--- config.mk ---
export PLATFORM = sky130hd
export DESIGN_NAME = inst_fetch_unit
export DESIGN_NICKNAME = d
export VERILOG_FILES = /design/src/rtl/inst_fetch_unit.sv
export SDC_FILE = /design/constraint.sdc
export NUM_CORES = 1
export LEC_CHECK = 0
export BUFFER_PORTS_ARGS = -buffer_cell sky130_fd_sc_hd__buf_2
export CORE_MARGIN = 2
export CORE_UTILIZATION = 45
export DETAILED_ROUTE_END_ITERATION = 12
export PLACE_DENSITY = 0.69
export SYNTH_ARGS = -nofsm -noshare
export SYNTH_HDL_FRONTEND = slang
export SYNTH_SLANG_ARGS = --single-unit
--- constraint.sdc ---
create_clock -name clk -period 12.13 [get_ports clk]
set_clock_uncertainty 0.05 [all_clocks]
set_input_delay 1.213 -clock clk [delete_from_list [all_inputs] [get_ports clk]]
set_output_delay 1.213 -clock clk [all_outputs]
set_load 0.1 [all_outputs]
--- src/rtl/inst_fetch_unit.sv ---
// inst_fetch_unit: single-outstanding instruction fetch front end with a small
// PC-tagged FIFO, redirect/flush and sticky misaligned-target exception.
// Revision: 1.0
`default_nettype none

module inst_fetch_unit #(
  parameter logic [31:0] RESET_PC = 32'h00400000,
  parameter int          QDEPTH   = 2
) (
  input  logic        clk,
  input  logic        reset,
  output logic        imem_req,
  output logic [31:0] imem_addr,
  input  logic        imem_ack,
  input  logic [31:0] imem_data,
  output logic        inst_valid,
  output logic [31:0] inst,
  output logic [31:0] inst_pc,
  input  logic        inst_ready,
  input  logic        redirect,
  input  logic [31:0] redirect_pc,
  output logic        fetch_except
);

  localparam int PTR_W = (QDEPTH > 1) ? $clog2(QDEPTH) : 1;
  localparam int CNT_W = $clog2(QDEPTH + 1);

  typedef enum logic [1:0] {
    ST_BUBBLE = 2'd0,
    ST_RUN    = 2'd1,
    ST_HALT   = 2'd2
  } state_t;

  state_t            r_state;
  state_t            w_state_nxt;
  logic [31:0]       r_fetch_pc;
  logic [31:0]       w_fetch_pc_nxt;
  logic [31:0]       r_q_pc   [QDEPTH];
  logic [31:0]       r_q_inst [QDEPTH];
  logic [PTR_W-1:0]  r_rd_ptr;
  logic [PTR_W-1:0]  r_wr_ptr;
  logic [CNT_W-1:0]  r_count;

  logic w_can_fetch;
  logic w_push;
  logic w_pop;
  logic w_redirect;

  function automatic logic [PTR_W-1:0] ptr_inc(input logic [PTR_W-1:0] p);
    return (p == PTR_W'(QDEPTH - 1)) ? '0 : p + PTR_W'(1);
  endfunction

  assign w_can_fetch  = (r_state == ST_RUN) && (r_count < CNT_W'(QDEPTH));
  assign imem_req     = w_can_fetch;
  assign imem_addr    = r_fetch_pc;
  assign w_push       = w_can_fetch && imem_ack;
  assign inst_valid   = (r_count != '0) && (r_state != ST_HALT);
  assign w_pop        = inst_valid && inst_ready;
  assign w_redirect   = redirect && (r_state != ST_HALT);
  assign fetch_except = (r_state == ST_HALT);
  assign inst         = r_q_inst[r_rd_ptr];
  assign inst_pc      = r_q_pc[r_rd_ptr];

  // Redirect outranks everything; a misaligned target parks the unit in HALT.
  always_comb begin
    w_state_nxt    = r_state;
    w_fetch_pc_nxt = r_fetch_pc;
    case (r_state)
      ST_BUBBLE: w_state_nxt = ST_RUN;
      ST_RUN: begin
        if (w_push) begin
          w_fetch_pc_nxt = r_fetch_pc + 32'd4;
        end
      end
      ST_HALT:   w_state_nxt = ST_HALT;
      default:   w_state_nxt = ST_BUBBLE;
    endcase
    if (w_redirect) begin
      w_fetch_pc_nxt = r_fetch_pc;
      if (redirect_pc[1:0] == 2'b00) begin
        w_state_nxt    = ST_BUBBLE;
        w_fetch_pc_nxt = redirect_pc;
      end else begin
        w_state_nxt    = ST_HALT;
      end
    end
  end

  always_ff @(posedge clk or posedge reset) begin
    if (reset) begin
      r_state    <= ST_BUBBLE;
      r_fetch_pc <= RESET_PC;
    end else begin
      r_state    <= w_state_nxt;
      r_fetch_pc <= w_fetch_pc_nxt;
    end
  end

  always_ff @(posedge clk or posedge reset) begin
    if (reset) begin
      r_rd_ptr <= '0;
      r_wr_ptr <= '0;
      r_count  <= '0;
    end else if (w_redirect) begin
      r_rd_ptr <= '0;
      r_wr_ptr <= '0;
      r_count  <= '0;
    end else begin
      if (w_push) begin
        r_wr_ptr <= ptr_inc(r_wr_ptr);
      end
      if (w_pop) begin
        r_rd_ptr <= ptr_inc(r_rd_ptr);
      end
      if (w_push && !w_pop) begin
        r_count <= r_count + CNT_W'(1);
      end else if (w_pop && !w_push) begin
        r_count <= r_count - CNT_W'(1);
      end
    end
  end

  // Payload storage needs no reset: entries are only observed while counted.
  always_ff @(posedge clk) begin
    if (w_push && !w_redirect) begin
      r_q_pc[r_wr_ptr]   <= r_fetch_pc;
      r_q_inst[r_wr_ptr] <= imem_data;
    end
  end

endmodule

`default_nettype wire

# Yosys cells after proc, flatten, opt, wreduce, memory -nomap -nowiden
# Memories as Yosys holds them, arrays and structs flattened.
# Cells that the tools add are included.
# totals
reg_bits	38
mem_bits_rw	128
inputBits	69
memories	2
# memory_table
memory	words	width	rd	rd_clocked_by_memory_dff	wr	line	text
r_q_inst	2	32	1	0	1	39	logic [31:0] r_q_inst [QDEPTH];
r_q_pc	2	32	1	0	1	38	logic [31:0] r_q_pc [QDEPTH];
# op_classes
n_addsub	5
n_lt_le_gt_ge	1
n_eq_ne	5
n_mux	18
n_reduce_logical	19
# op_table
cell	n
$mux W32	4
$add A32 B3 Y32 const B	1
$mux W2	5
$logic_and A1 B1 Y1	8
$mux W1	8
$reduce_bool A2 Y1	4
$pmux W2 S3	1
$logic_not A2 Y1	2
$ne A2 B2 Y1 const B	2
$logic_not A1 Y1	3
$reduce_and A3 Y1	1
$reduce_bool A3 Y1	1
$add A1 B1 Y1 const B	2
$add A2 B1 Y2 const B	1
$eq A2 B1 Y1 const B	1
$eq A2 B2 Y1 const B	1
$lt A2 B2 Y1 const B	1
$ne A2 B1 Y1 const B	1
$sub A2 B1 Y2 const B	1

# Logic depth before layout (Yosys ltp)
# Gate-level depths: netlist of run 1.
# depth
word_depth	8
depth_mapped	7
mapped_depth_nobuf	6

# Worst setup path after synthesis of run 1
# OpenSTA, ideal clock, no wires.
# synth_path
kind	in2reg
start	in imem_ack
end	mem r_q_inst[0][0], enable pin
setup_ns	0.486
arrival_ns	4.405
required_ns	11.594
setup_slack_ns	7.189
stages	4
cell_sequence	and4bb_2 nand2b_1 buf_2 nor2_1
# synth_via
elab_chain_cells	4
# synth_lines
item	line	text
start: declaration	14	input logic imem_ack,
$logic_and A1 B1 Y1	56	assign w_push = w_can_fetch && imem_ack;
$logic_and A1 B1 Y1	125	if (w_push && !w_redirect) begin
$mux W1	125	
$mux W1 (implied by the code)	127	r_q_inst[r_wr_ptr] <= imem_data;
end: declaration	39	
# No other way between the ends.

# Worst setup path in the final report of run 1
# layout_path
start	reg r_rd_ptr
end	out inst_pc[28]
# layout_via
elab_chain_cells	1
# layout_lines
item	line	text
start: declaration	40	logic [PTR_W-1:0] r_rd_ptr;
start signal: assignment	113	r_rd_ptr <= ptr_inc(r_rd_ptr);
$mem_v2 Z2 W32	n/a	
end: declaration	18	output logic [31:0] inst_pc,
# No other way between the ends.

==> reports/metrics.cfg, run 1 <==
[finish]
fin_nets=715
syn_to_final_growth_pct=23.2
drive_gt1_share_pct=42.9
n_antenna_cell=0
fill_cells=1227

[sta]
slew_headroom_pct=30.1
worst_slack_ns=8.65
worst_slew_pin_slew_ns=1.05
finalSetupViolations=0
max_freq_mhz=287
finalHoldViolCount=0
final_max_slew_viol_count=0
rsz0062_at_grt=false
fin_tns_setup_ns=0
final.min_clock_period_ns=3.48
timing.final.crit_share_pct=28.7

[drt]
ant_nets=0
first_pass_iters=4
vias=4681
drtIter0Drc=343
drt-wirelength-per-cell_um=18.3
viasPerCell=5.53
drc=0
drt_wl_total_mm=15.5

[power]
peakVddDrop_uv=119
pwr_density_cell_nw_per_um2=222
p_comb_share_pct=35.6
internal-power_mw=1.10
p_leak_nw=3.36
p_seq_share_pct=36.4
p_switching_mw=0.807
clock_power_share_pct=28.1
switching_share_pct=42.4

[global_routing]
grt_pass1_wl_mm=24.3
overflow=0
grt_max_degree=66
first_global_vias=4718
antenna_found_initial=2
grt_use_total_pct=19.3

[synthesis]
synthesis.area_um2=6950
syn_inst=477
synthTopCellsByCount=edfxtp_1 (128), mux2_2 (65), dfrtp_1 (37), nand2_1 (29), nor2_1 (27)
synth_edf_count=128
ys_types=61
async_reset_ff_share_pct=22.9
synth_area_leaders=edfxtp_1 (55%), dfrtp_1 (13%), mux2_2 (11%), a21oi_1 (1.8%), nand2_1 (1.6%)
synth-main-ff-cell=edfxtp_1
yosysSeqAreaShare_pct=69.1
syn_avg_cell_area_um2=14.6
synth_most_common_cell=edfxtp_1
syn_nets=547
yosysWarnings=0
yosysTopAreaCellShare_pct=55.3
synth-seq-cells=166
yosys.area.top_type=edfxtp_1

[outcome]
status=finished, final reports clean

[cts]
clk_pin_slew_ns=0.06
cts_buffer_depth=2
cts_tree=built
cts-resized-gates=0
cts_sinks=166
insertion_delay_ns=0.42
cts_root_buf=clkbuf_16
postCtsSetupRepairBufs=0
cts-buffers-inserted=17
cts_hold_buf=0
h-tree-depth=4

[placement]
io_buffers=167
pre_cts_ws_ns=8.73
dp_hpwl_mm=10.0
gp_congestion=0.835

[die]
core_area_um2=15100
start_util_pct=45.9
io_pins=168
die_h_um=128
num_rows=45
die_x_um=128
die_area_um2=16400

[setup_path]
required_ns=10.87
crit_fanout=65
arrival_ns=2.22
worstSetupStartpointType=flop
crit_type=reg2out
end_kind=output pin

[min_path]
hp-class=reg2reg

[job]
maxCapViolCount=0

## kinds of logic (layout without fill, tap and decap cells)
group / after synthesis / after routing / share of synthesized area, %
XOR/XNOR: 4 / 4 / 0.505
flip-flops: 166 / 166 / 69.1
multiplexers: 67 / 67 / 10.8
AO/OA/AOI/OAI: 84 / 84 / 7.87
adder cells (fa/ha/maj): 1 / 1 / 0.180
AND/OR/NAND/NOR: 126 / 126 / 9.80
buffers and inverters: 29 / 210 / 1.77
## placed cells by master, fill, tap and decap left out, types with 3 or more instances in the layout
cell,n
buf_2,167
edfxtp_1,128
mux2_2,65
dfrtp_1,36
nand2_1,29
nor2_1,26
a21oi_1,25
nand3_1,21
o21ai_0,18
clkbuf_16,17
nand4_1,7
and3_1,7
buf_4,6
o22ai_1,5
nor3_1,5
and2_1,4
inv_1,4
o22a_1,4
clkinv_2,4
nand2b_1,3
a211o_1,3
a31oi_1,3
a211oi_1,3
nor3b_1,3
xnor2_1,3
clkinv_1,3
bufinv_16,3
## through the flow
step                instance area [um2]  util (%)  power, mW  hold slack (ns)  cells
floorplan                          6950         -       1.27            0.386    477
global placement                   7970      52.6       1.38            0.406    814
detailed placement                 7970      52.6       1.38            0.422    814
CTS                                8560      56.5       1.92            0.430    846
global route                       8560      56.5       1.97            0.457    846
finish                             8560      56.5       1.90            0.433    846
## final cells by class
| cell class | count | area (um2) | share of cell area (%) |
|---|---|---|---|
| well taps | 188 | 235 | 2.75 |
| flip-flops and latches | 166 | 4800 | 56.1 |
| multi-input cells | 282 | 2040 | 23.8 |
| inverters | 5 | 18.8 | 0.219 |
| clock buffers | 18 | 429 | 5.02 |
| clock inverters | 14 | 159 | 1.86 |
| repair buffers | 173 | 881 | 10.3 |
## power groups by stage
stage               combinational, mW  sequential (mW)  clock (mW)
detailed placement              0.680            0.703           0
global placement                0.676            0.700           0
floorplan                       0.455            0.817           0
global route                    0.703            0.697       0.568
CTS                             0.681            0.692       0.544
finish                          0.677            0.692       0.534
## layer usage
metal	vias up	global-route usage, %	wire (um)
met4	4	6.59	213
met3	23	5.84	1380
li1	2169	-	-
met5	-	0	19
met1	2298	24.8	6400
met2	187	31.2	7440
## critical path, cell delays in order, from the launching register on
cell and delay (ns):
dfrtp_2 0.34, buf_4 0.68, mux2_2 0.31, buf_2 0.43
## path summary, 6_finish.rpt
path	from	to	slack, ns	cells after the start
worst max-delay path	r_rd_ptr	inst_pc[28]	8.65	3
worst min-delay path	r_state[1]	r_state[0]	0.43	1
worst max register to register	imem_addr[2]	imem_addr[31]	9.59	5
worst min register to register	r_state[1]	r_state[0]	0.43	1
max in group asynchronous	reset	r_rd_ptr	10.80	3
min in group asynchronous	reset	imem_addr[26]	0.86	3
## registers in the layout (all words and copies together), names as in the netlist
register and cells:
r_wr_ptr 1, r_q_inst 64, r_count 2, imem_addr 32
r_q_pc 64, r_state 2, r_rd_ptr 1
No activity file was read; power rests on OpenSTA's default activity.
==> run 2, diff against run 1 <==
Clock period 12.13 ns to 3.47 ns, I/O delays scaled along.
==> run 2 against run 1 <==
Net effect:
- utilization is 0.33 points higher
- clock power grew to 3.6 times the previous value
- clock-buffer cell count rose by 2
- setup slack got worse by 7.8 ns
- combinational power rose to 3.5 times the previous value
- cell area up 0.58%
- total power rose to 3.5 times the previous value
- sequential share of layout area is 0.33 points lower
- non-clock buffer count grew 2
- via count is 1.3% higher
- die area unchanged
- global-route usage up 0.12 points
==> reports/metrics.cfg, run 2 (synthesis gave the netlist of run 1 again) <==
[die]
die_area_um2=16400  ; unchanged
die_x_um=128  ; unchanged
io_pins=168  ; unchanged
die_h_um=128  ; unchanged
core_area_um2=15100  ; unchanged
num_rows=45  ; unchanged
start_util_pct=45.9  ; unchanged

[placement]
postPlaceCellArea_um2=8010  ; +0.50%
gp_congestion=0.891  ; +6.7%
io_buffers=167  ; unchanged
pre_cts_ws_ns=0.919  ; -7.81 ns
dp_hpwl_mm=10.6  ; +5.6%

[sta]
timing.final.crit_share_pct=75.3
fin_tns_setup_ns=0  ; unchanged
final.min_clock_period_ns=2.61
rsz0062_at_grt=false
worst_slack_ns=0.858  ; -7.79 ns
final_max_slew_viol_count=0  ; unchanged
slew_headroom_pct=36.0  ; +6.0 points
worst_slew_pin_slew_ns=0.959  ; -0.0879 ns
max_freq_mhz=383
finalSetupViolations=0  ; unchanged
finalHoldViolCount=0  ; unchanged

[cts]
cts_root_buf=clkbuf_16
h-tree-depth=4  ; unchanged
cts-buffers-inserted=17  ; unchanged
cts_hold_buf=0  ; unchanged
cts_buffer_depth=2  ; unchanged
cts_tree=built
postCtsSetupRepairBufs=0  ; unchanged
cts_sinks=166  ; unchanged
clk_pin_slew_ns=0.06  ; about the same
insertion_delay_ns=0.43  ; about the same
cts-resized-gates=0  ; unchanged

[power]
peakVddDrop_uv=499  ; +320%
p_leak_nw=3.37  ; +0.43%
pwr_density_cell_nw_per_um2=779  ; +250%

[setup_path]
end_kind=output pin
crit_fanout=40  ; -38%
worstSetupStartpointType=flop
crit_type=reg2out
arrival_ns=2.21  ; about the same
required_ns=3.07  ; -7.80 ns

[drt]
ant_nets=0  ; unchanged
first_pass_iters=8  ; +4
drtIter0Drc=383  ; +12%
vias=4742  ; +1.3%
drc=0  ; unchanged
viasPerCell=5.59  ; +1.1%
drt-wirelength-per-cell_um=18.7  ; +2.4%
drt_wl_total_mm=15.9  ; +2.7%

[finish]
mostFrequentLayoutCells=buf_2 (167), edfxtp_1 (128), mux2_2 (65)
fin_area_um2=8610  ; +0.58%
drive_gt1_share_pct=43.0  ; +0.17 points
fin_nets=717  ; +0.28%
fill_cells=1230  ; +0.24%
syn_to_final_growth_pct=23.9
layout_commonest_cell=buf_2
n_antenna_cell=0  ; unchanged

[global_routing]
grt_use_total_pct=19.4  ; +0.12 points
grt_max_degree=65  ; -1.5%
first_global_vias=4661  ; -1.2%
antenna_found_initial=0  ; -2
overflow=0  ; unchanged
grt_pass1_wl_mm=24.2  ; -0.14%

[job]
maxCapViolCount=0  ; unchanged

[outcome]
status=finished, final reports clean

[min_path]
hp-class=in2reg

[run 2: metrics by stage]
step | utilization (%) | hold slack (ns) | power (mW) | std cells
after floorplan | - | 0.358 | 4.45 | 477
after global placement | 52.9 | 0.400 | 4.83 | 816
after detailed placement | 52.9 | 0.431 | 4.85 | 816
after CTS | 56.8 | 0.0392 | 6.75 | 848
after global routing | 56.8 | 0.0451 | 6.91 | 848
final | 56.8 | 0.0576 | 6.71 | 848
[run 2: critical path, cell delays in order, from the launching register on]
cell	delay, ns
dfrtp_2	0.78
buf_12	0.32
mux2_2	0.37
buf_2	0.29
[run 2: area by class of cell]
class	count	area (um2)	area share (%)
Clock inverter	12	151	1.76
Tap cell	188	235	2.73
Inverter	5	18.8	0.218
Sequential cell	166	4800	55.7
Multi-Input combinational cell	282	2040	23.7
Clock buffer	20	447	5.19
Timing Repair Buffer	175	921	10.7
[run 2: power by group]
| group | internal (mW) | switching (mW) |
|---|---|---|
| logic | 0.464 | 1.88 |
| registers | 2.25 | 0.209 |
| clock network | 1.15 | 0.756 |
| total | 3.86 | 2.84 |
[run 2: path summary, 6_finish.rpt]
| path | from | slack [ns] | to | cells after the start |
|---|---|---|---|---|
| worst max register to register | r_count[1] | 0.93 | imem_addr[7] | 6 |
| worst min register to register | r_state[1] | 0.43 | r_state[0] | 1 |
| max in group asynchronous | reset | 2.43 | imem_addr[22] | 3 |
| min in group asynchronous | reset | 0.10 | r_rd_ptr | 2 |
| worst max-delay path | r_rd_ptr | 0.86 | inst_pc[26] | 3 |
| worst min-delay path | imem_data[1] | 0.06 | r_q_inst[0][1] | 1 |
[run 2: metal layers]
metal  up-vias  global-route usage (%)  share of wire (%)
li1       2172                       -                  -
met2       209                    31.0                 47
met5         -                       0                  0
met1      2340                    25.2                 43
met3        21                    5.59                8.0
met4         0                    7.30                1.7
==> run 3, diff against run 2 <==
Clock period 3.47 ns to 2.45 ns, I/O delays scaled along.
==> run 3 against run 2 <==
Net effect:
- non-clock buffer count up 43
- largest power group is now combinational cells
- register-to-register slack worse by 0.66 ns
- setup slack worse by 0.59 ns
- first-iteration DRC count down 39%
- largest cell class unchanged
- sequential share of layout area decreased by 2.7 points
- via count grew 2.5%
- critical path depth rose by 3
- clock power grew 39%
- cell area grew 5.6%
==> reports/metrics.cfg, run 3 (synthesis gave the netlist of run 1 again) <==
[cts]
h-tree-depth=4  ; unchanged
cts-buffers-inserted=17  ; unchanged
cts_tree=built
insertion_delay_ns=0.42  ; about the same
cts_buffer_depth=2  ; unchanged
clk_pin_slew_ns=0.06  ; about the same
cts_sinks=166  ; unchanged
cts_root_buf=clkbuf_16

[finish]
mostFrequentLayoutCells=buf_2 (167), edfxtp_1 (128), mux2_2 (65)
fin_nets=760  ; +6.0%
fin_cells=891  ; +5.1%
fin_area_um2=9090  ; +5.6%
drive_gt1_share_pct=43.8  ; +0.78 points
syn_to_final_growth_pct=30.9
n_antenna_cell=0  ; unchanged
layout_commonest_cell=buf_2

[sta]
worst_slew_pin_slew_ns=0.954  ; -0.00405 ns
finalSetupViolations=0  ; unchanged
rsz0062_at_grt=false
final.min_clock_period_ns=2.18
fin_tns_setup_ns=0  ; unchanged
slew_headroom_pct=36.0  ; -0.053 points
worst_slack_ns=0.266  ; -0.592 ns
timing.final.crit_share_pct=89.1
finalHoldViolCount=0  ; unchanged
max_freq_mhz=458
final_max_slew_viol_count=0  ; unchanged

[power]
power_mw=9.53  ; +42%
pwr_density_cell_nw_per_um2=1050  ; +35%
peakVddDrop_uv=701  ; +41%
p_leak_nw=3.57  ; +6.0%

[setup_path]
required_ns=2.70  ; -0.37 ns
reg2reg_from=imem_addr[2]
worstSetupStartpointType=flop
r2r_setup_slack_ns=0.27  ; -0.66 ns
crit_type=reg2reg
crit_fanout=8  ; -80%
arrival_ns=2.43  ; +0.22 ns
reg2reg_to=imem_addr[30]
end_kind=flop
reg2regPathDepth=6  ; unchanged

[drt]
drt_wl_total_mm=16.1  ; +1.2%
drt-wirelength-per-cell_um=18.0  ; -3.7%
drc=0  ; unchanged
vias=4861  ; +2.5%
first_pass_iters=4  ; -4
viasPerCell=5.46  ; -2.4%
drtIter0Drc=234  ; -39%
ant_nets=0  ; unchanged

[outcome]
status=finished, final reports clean

[die]
num_rows=45  ; unchanged
io_pins=168  ; unchanged
core_area_um2=15100  ; unchanged
start_util_pct=45.9  ; unchanged
die_h_um=128  ; unchanged
die_x_um=128  ; unchanged
die_area_um2=16400  ; unchanged

[global_routing]
antenna_found_initial=0  ; unchanged
overflow=0  ; unchanged
grt_use_total_pct=19.9  ; +0.54 points
first_global_vias=4856  ; +4.2%
grt_max_degree=41  ; -37%
grt_pass1_wl_mm=25.0  ; +3.1%

[min_path]
min_delay_path_depth=2  ; +1
hp-start=redirect
holdPathEnd=r_state[0]
hp-class=in2reg

[placement]
postPlaceCellArea_um2=8150  ; +1.8%
dp_hpwl_mm=10.7  ; +1.1%
dp.cells=825  ; +1.1%
pre_cts_ws_ns=0.170  ; -0.749 ns
io_buffers=167  ; unchanged
gp_congestion=0.819  ; -8.1%

[job]
maxCapViolCount=0  ; unchanged

[run 3: power by group]
| group | total [mW] | internal [mW] | switching (mW) | leakage, nW |
|---|---|---|---|---|
| Clock | 2.64 | 1.64 | 0.999 | 0.298 |
| Combinational | 3.45 | 0.718 | 2.73 | 1.64 |
| Sequential | 3.44 | 3.21 | 0.230 | 1.64 |
| Total | 9.53 | 5.57 | 3.96 | 3.57 |
[run 3: area by class of cell]
type | count | area, um2
clock buffers | 21 | 460
clock inverters | 11 | 133
fillers | 1201 | 6050
inverters | 5 | 18.8
multi-input cells | 282 | 2050
flip-flops and latches | 166 | 4820
well taps | 188 | 235
repair buffers | 218 | 1380
[run 3: worst max path at each step]
| stage | start | end | slack (ns) | depth (start not counted) |
|---|---|---|---|---|
| floorplan | r_count[1] | r_q_inst[0][0] | 0.04 | 4 |
| global placement | imem_addr[2] | imem_addr[30] | 0.20 | 6 |
| detailed placement | imem_addr[2] | imem_addr[30] | 0.17 | 6 |
| CTS | imem_addr[2] | imem_addr[30] | 0.15 | 6 |
| global route | imem_addr[2] | imem_addr[30] | 0.11 | 6 |
| finish | imem_addr[2] | imem_addr[30] | 0.27 | 6 |
[run 3: through the flow]
stage                     hold slack [ns]  util [%]
after floorplan                     0.256         -
after global placement              0.315      53.8
after detailed placement            0.326      53.8
after CTS                        0.000126      60.0
after global routing               0.0229      60.0
final                              0.0244      60.0
[run 3: metal layers]
metal,global-route usage (%),up-vias,wire length [um]
li1,-,2266,-
met1,25.0,2393,6880
met2,32.5,184,7840
met3,5.51,18,1070
met4,8.53,0,266
met5,0,-,0
[run 3: repair_timing]
| action | CTS | global route |
|---|---|---|
| buffers inserted | 0 | 0 |
| endpoints found under the hold margin | 87 | 0 |
| endpoints found under the setup margin | 0 | 1 |
| hold buffers | 34 | 0 |
| resized for setup | 0 | 1 |
[run 3: worst max-delay path, stage by stage, from the launching register on]
cell	delay, ns
dfrtp_4	0.45
ha_1	0.21
nand4_1	0.15
or4_4	0.63
nor3b_4	0.27
mux2i_1	0.22
o21ai_1	0.07
